**src/rtl/spw_buffer_reader.sv**
```systemverilog
// Drain side of the SPW buffer: owns the per-entry valid bits, pops entries strictly in
// ring order over a valid/ready port, tracks occupancy and flags writes to live entries.
module spw_buffer_reader #(
  parameter int PTR_WIDTH = 3,
  localparam int DEPTH = 1 << PTR_WIDTH
) (
  input  logic                 clk_i,
  input  logic                 rst_i,
  input  logic                 wr_en_i,
  input  logic [PTR_WIDTH-1:0] write_ptr_i,
  input  logic                 flush_i,
  input  logic                 rd_ready_i,
  output logic                 rd_valid_o,
  output logic [PTR_WIDTH-1:0] rd_ptr_o,
  output logic [DEPTH-1:0]     valid_array_o,
  output logic [PTR_WIDTH:0]   count_o,
  output logic                 empty_o,
  output logic                 full_o,
  output logic                 err_wr_valid_o
);

  logic [DEPTH-1:0]     valid_reg, valid_next;
  logic [PTR_WIDTH-1:0] rd_ptr_reg, rd_ptr_next;
  logic [PTR_WIDTH:0]   count_reg, count_next;
  logic                 err_reg, err_next;

  logic head_valid;
  logic pop;
  logic wr_hit;
  logic legal_wr;
  logic illegal_wr;

  assign head_valid = valid_reg[rd_ptr_reg];
  assign pop        = head_valid & rd_ready_i;
  // Hit is judged on the pre-update bit, so a write landing on the entry being popped
  // in the same cycle is still an error.
  assign wr_hit     = valid_reg[write_ptr_i];
  assign legal_wr   = wr_en_i & ~wr_hit;
  assign illegal_wr = wr_en_i & wr_hit;

  genvar gi;
  generate
    for (gi = 0; gi < DEPTH; gi++) begin : g_entry
      logic clr;
      logic set;
      assign clr = pop && (rd_ptr_reg == PTR_WIDTH'(gi));
      assign set = wr_en_i && (write_ptr_i == PTR_WIDTH'(gi));
      // Clear before set: a same-entry pop+write leaves the entry valid.
      assign valid_next[gi] = ~flush_i & ((valid_reg[gi] & ~clr) | set);
    end
  endgenerate

  always_comb begin
    rd_ptr_next = rd_ptr_reg;
    count_next  = count_reg;
    err_next    = err_reg;
    if (flush_i) begin
      rd_ptr_next = '0;
      count_next  = '0;
    end else begin
      if (pop) begin
        rd_ptr_next = rd_ptr_reg + PTR_WIDTH'(1);
      end
      count_next = count_reg + {{PTR_WIDTH{1'b0}}, legal_wr} - {{PTR_WIDTH{1'b0}}, pop};
      if (illegal_wr) begin
        err_next = 1'b1;
      end
    end
  end

  always_ff @(posedge clk_i) begin
    if (rst_i) begin
      valid_reg  <= '0;
      rd_ptr_reg <= '0;
      count_reg  <= '0;
      err_reg    <= 1'b0;
    end else begin
      valid_reg  <= valid_next;
      rd_ptr_reg <= rd_ptr_next;
      count_reg  <= count_next;
      err_reg    <= err_next;
    end
  end

  assign rd_valid_o     = head_valid;
  assign rd_ptr_o       = rd_ptr_reg;
  assign valid_array_o  = valid_reg;
  assign count_o        = count_reg;
  assign empty_o        = (count_reg == '0);
  assign full_o         = (count_reg == (PTR_WIDTH + 1)'(DEPTH));
  assign err_wr_valid_o = err_reg;

endmodule

```
**config.mk**
```make
export PLATFORM = sky130hd
export DESIGN_NAME = spw_buffer_reader
export DESIGN_NICKNAME = d
export VERILOG_FILES = /design/src/rtl/spw_buffer_reader.sv
export SDC_FILE = /design/constraint.sdc
export NUM_CORES = 1
export LEC_CHECK = 0
export ABC_AREA = 1
export BUFFER_PORTS_ARGS = -buffer_cell sky130_fd_sc_hd__clkbuf_2
export CAP_MARGIN = 20
export CORE_ASPECT_RATIO = 1.1
export CORE_MARGIN = 1
export CORE_UTILIZATION = 49
export CTS_BUF_LIST = sky130_fd_sc_hd__clkbuf_8
export CTS_CLUSTER_DIAMETER = 50
export DETAILED_ROUTE_END_ITERATION = 7
export GPL_TIMING_DRIVEN = 0
export PLACE_DENSITY = 0.87
export RECOVER_POWER = 25
export SLEW_MARGIN = 20
export SYNTH_ARGS = -nofsm -noshare
export SYNTH_HDL_FRONTEND = slang
export SYNTH_SLANG_ARGS = --single-unit
```
**constraint.sdc**
```tcl
create_clock -name clk_i -period 2.2 [get_ports clk_i]
set_input_delay 0 -clock clk_i [delete_from_list [all_inputs] [get_ports clk_i]]
set_output_delay 0 -clock clk_i [all_outputs]
set_load 0.02 [all_outputs]
```
Yosys cells after proc, flatten, opt, wreduce, memory -nomap -nowiden
Cells that the tools add are included.

Output and inout port bits: 19. Input port bits: 8. Register bits: 16.

Bitwise gates (word level): 37. Add/subtract/negate cells: 3. Equality and inequality tests: 15. Reduce and logical (&&, ||, !) cells: 21. Multiplexer cells: 4. $lt $le $gt $ge: 2.

Operators by type and width (number): $eq 3x3->1 const B (8); $and 1x1->1 (19); $logic_and 1x1->1 (16); $eq 3x2->1 const B (4); $not 1->1 (10); $lt 3x4->1 const B (2); $or 1x1->1 (8); $bmux 1 s3 (2); $eq 3x1->1 const B (2); $logic_not 3->1 (2); $add 4x1->4 (1); $eq 4x4->1 const B (1); $logic_not 4->1 (1); $sub 4x1->4 (1); $add 3x1->3 const B (1); $mux 1 (2); $reduce_and 2->1 (1); $reduce_or 2->1 (1).

Logic depth before layout (Yosys ltp)
Depth in word-level cells: 8. Gate-level depth with buffers: 14. Gate-level depth less buffers: 14.

Least setup slack after synthesis
OpenSTA, ideal clock, no wires.

Kind: reg-to-reg. Start: register rd_ptr_reg[0] (netlist: rd_ptr_o[0]). End: register count_reg[2] (netlist: count_o[2]). Period minus slack after synthesis: 2332 ps. Data arrival time: 2203 ps. Buffers on the path: 0. Cell stages (with the launch flop): 15. Path slack: -132 ps. Data required time: 2071 ps. Cell sequence: dfxtp_1 > inv_2 > nand2_1 > nand2_1 > nand2_1 > nand3_4 > nand3_4 > inv_4 > ha_1 > inv_1 > ha_1 > inv_1 > fa_1 > xor2_1 > nor2_1.

Longest elaborated chain between the ends: 4.

Ends and longest elaborated chain: start: declaration (line 23) `logic [PTR_WIDTH-1:0] rd_ptr_reg, rd_ptr_next;`; start signal: assignment (line 79) `rd_ptr_reg <= rd_ptr_next;`; $bmux 1 s3 (line 33) `assign head_valid = valid_reg[rd_ptr_reg];`; $mux 1 (not written as such) (line 33); $and 1x1->1 (line 34) `assign pop = head_valid & rd_ready_i;`; named net pop (line 28) `logic pop;`; $sub 4x1->4 (line 64) `count_next = count_reg + {{PTR_WIDTH{1'b0}}, legal_wr} - {{PTR_WIDTH{1'b0}}, pop};`; end signal: assignment (line 80) `count_reg <= count_next;`; end: declaration (line 24) `logic [PTR_WIDTH:0] count_reg, count_next;`.

The timed path passes the listed nets, and every way through them passes these cells. The select of a mux whose other input is x is not followed. A chain may end at the register's enable or synchronous reset.

Worst setup path after layout
Start: register rd_ptr_reg[0] (netlist: rd_ptr_o[0]). End: register count_reg[1] (netlist: count_o[1]).

The elaborated chain is that of the path after synthesis.

==> flow_metrics.tcl <==
set metrics [dict create \
    crit_end "count_o[1]$_SDFF_PP0_" \
    fp-row-count 17 \
    area_growth_pct 26.9 \
    synth_warnings 0 \
    fp.dieH_um 51.4 \
    period_minus_slack_ns 2.11 \
    hold_violations 0 \
    slew_headroom_pct 64.9 \
    synth_fp_nets 174 \
    dp_hpwl_mm 1.97 \
    setup_viol 0 \
    n_antenna_cell 0 \
    multi_input_area_um2 667 \
    ios 27 \
    drtIter0Drc 51 \
    syn_area_um2 1090 \
    ys_ff_latch 16 \
    drive_gt1_share_pct 26.1 \
    critPathLaunch "rd_ptr_o[0]$_SDFFE_PP0P_" \
    grt_max_degree 11 \
    power_mw 0.647 \
    start_util_pct 53.2 \
    avgSynthCellArea_um2 7.11 \
    cts_tree "yes" \
    power_leakage_nw 0.605 \
    finalHoldWorstSlack_ns 0.0308 \
    p_per_area_nw_per_um2 469 \
    remaining_drc_errors 0 \
    layout_setup_ws_ns 0.0890 \
    cts_sinks 16 \
    dr.pass1.iters 4 \
    grt_pass1_wl_mm 4.55 \
    rr_worst_depth 12 \
    cts_htree_levels 1 \
    crit_type "reg -> reg" \
    cp-start-kind "register" \
    cts_root_buf "clkbuf_8" \
    worstMarginPinSlew_ns 0.527 \
    clk_latency_ns 0.26 \
    regArea_um2 329 \
    clockBufferDepth 2 \
    ir_drop_mv 0.404 \
    clkTransAtPathRegs_ns 0.06 \
    synth.top_cell.area_share_pct 29.5 \
    crit_path_end_kind "register" \
    holdCritPathClass "in -> reg" \
    vias 1156 \
    status "completed" \
    final_cell_mix "nand2_1 (42), inv_1 (25), clkbuf_2 (18)" \
    post-route-util_pct 67.6 \
    clock_skew_ns 0.00495 \
    critPathMaxFanout 7 \
    fillCellCount 181 \
    vias_per_cell 5.35 \
    r2r-end "count_o[1]$_SDFF_PP0_" \
    place_congestion 0.896 \
    yosys.area.top_type "dfxtp_1" \
    synthCells 153 \
    die_area_um2 2410 \
    yosysSeqAreaShare_pct 29.5 \
    reg2reg_setup_slack_ns 0.09 \
    antenna_found_initial 0 \
    synthTopCellsByArea "dfxtp_1 (29%), nand2_1 (15%), ha_1 (14%), inv_1 (9.3%), nand4_1 (5.2%)" \
    cts_inserted_buffers 3 \
    port_buffers 25 \
    first_global_vias 1042 \
    crit_required_ns 2.33 \
    core_region_area_um2 2040 \
    max_freq_mhz 474 \
    yosys.cell_types.count 23 \
    chipWidth_um 46.9 \
    maxSlewViolCount 0 \
    routedWlPerCell_um 13.6 \
    finalNetCount 210 \
    final.setup.tns_ns 0 \
    cp.arrival_ns 2.24 \
    worstReg2RegStart "rd_ptr_o[0]$_SDFFE_PP0P_" \
    antenna_left 0 \
    pre_cts_ws_ns -0.0883 \
    grt.total_usage_pct 26.7 \
    layout_commonest_cell "nand2_1" \
    maxCapViolations 0 \
    grt.overflow.total 0 \
    wl_mm 2.93 \
    layout_worst_path_cycle_share_pct 96.0 \
]
[synth_stat cells]
library cell and count:
clkbuf_8 1, nand3_4 2, nand2_1 43, inv_2 1, nand4_1 9, nor3b_1 2
inv_4 1, nand3_2 2, ha_1 12, buf_2 1, nor2_1 12, a22oi_1 1
a21oi_2 2, o21ai_0 2, xor2_1 1, clkbuf_1 1, o21bai_1 1, o2111ai_1 1
nand3_1 3, dfxtp_1 16, fa_1 1, inv_1 27, a21oi_1 11
[routing by layer]
layer | global-route usage (%) | part of all wire (%) | up-vias
li1 | - | - | 559
met1 | 32.8 | 40 | 516
met2 | 43.3 | 49 | 62
met3 | 4.59 | 6.6 | 19
met4 | 13.3 | 4.3 | 0
met5 | 0 | 0 | -
[repair_timing]
action                     4_1_cts  5_1_grt
hold endpoints to repair         0        0
gates resized for setup          5       10
hold buffers                     0        0
cloned                           0        0
pin swaps                        3        4
setup endpoints to repair        2        2
buffers inserted                 1        5
[through the flow]
step | cells | area, µm²
floorplan | 153 | 1090
global placement | 206 | 1250
detailed placement | 206 | 1250
CTS | 211 | 1330
global route | 216 | 1380
finish | 216 | 1380
[critical path, stage by stage (launching register included)]
cell,delay (ns)
dfxtp_4,0.37
inv_4,0.08
nand2_1,0.07
nand3_2,0.09
nand3_4,0.11
nand3_4,0.11
inv_4,0.05
ha_1,0.28
inv_1,0.06
ha_2,0.17
inv_1,0.05
fa_2,0.51
nor2_1,0.04
[sequential cells by signal (all words and copies together) (netlist names)]
| signal | count |
|---|---|
| count_o | 4 |
| err_wr_valid_o | 1 |
| rd_ptr_o | 3 |
| valid_array_o | 8 |
[worst min path at each step]
stage	depth (start not counted)	startpoint	slack [ns]	to
finish	3	wr_en_i	0.03	err_wr_valid_o$_SDFFE_PP0P_
global placement	3	wr_en_i	0.29	err_wr_valid_o$_SDFFE_PP0P_
global route	3	rst_i	0.07	err_wr_valid_o$_SDFFE_PP0P_
floorplan	2	wr_en_i	0.15	err_wr_valid_o$_SDFFE_PP0P_
detailed placement	3	wr_en_i	0.31	err_wr_valid_o$_SDFFE_PP0P_
CTS	3	wr_en_i	0.04	err_wr_valid_o$_SDFFE_PP0P_
[power by group]
part	switching (mW)	internal [mW]	total, mW
Combinational	0.0553	0.0281	0.0835
Sequential	0.00562	0.293	0.298
Clock	0.106	0.159	0.265
[cell type report]
type | instances | share of cell area [%]
timing repair buffer | 31 | 11.4
tap | 28 | 2.54
buffer | 3 | 1.63
clock buffer | 4 | 3.99
multi-input combinational | 105 | 48.3
sequential | 16 | 23.8
inverter | 29 | 8.25
[cells by family (layout without fill, tap and decap cells)]
| kind of cell | count (synthesis) | in the layout | share of synthesized area (%) |
|---|---|---|---|
| AO/OA/AOI/OAI | 18 | 18 | 9.78 |
| buffers and inverters | 32 | 67 | 12.3 |
| flip-flops | 16 | 16 | 29.5 |
| XOR/XNOR | 1 | 1 | 0.806 |
| adder cells (fa/ha/maj) | 13 | 13 | 15.6 |
| AND/OR/NAND/NOR | 73 | 73 | 32.0 |
No activity file was read; power rests on OpenSTA's default activity.
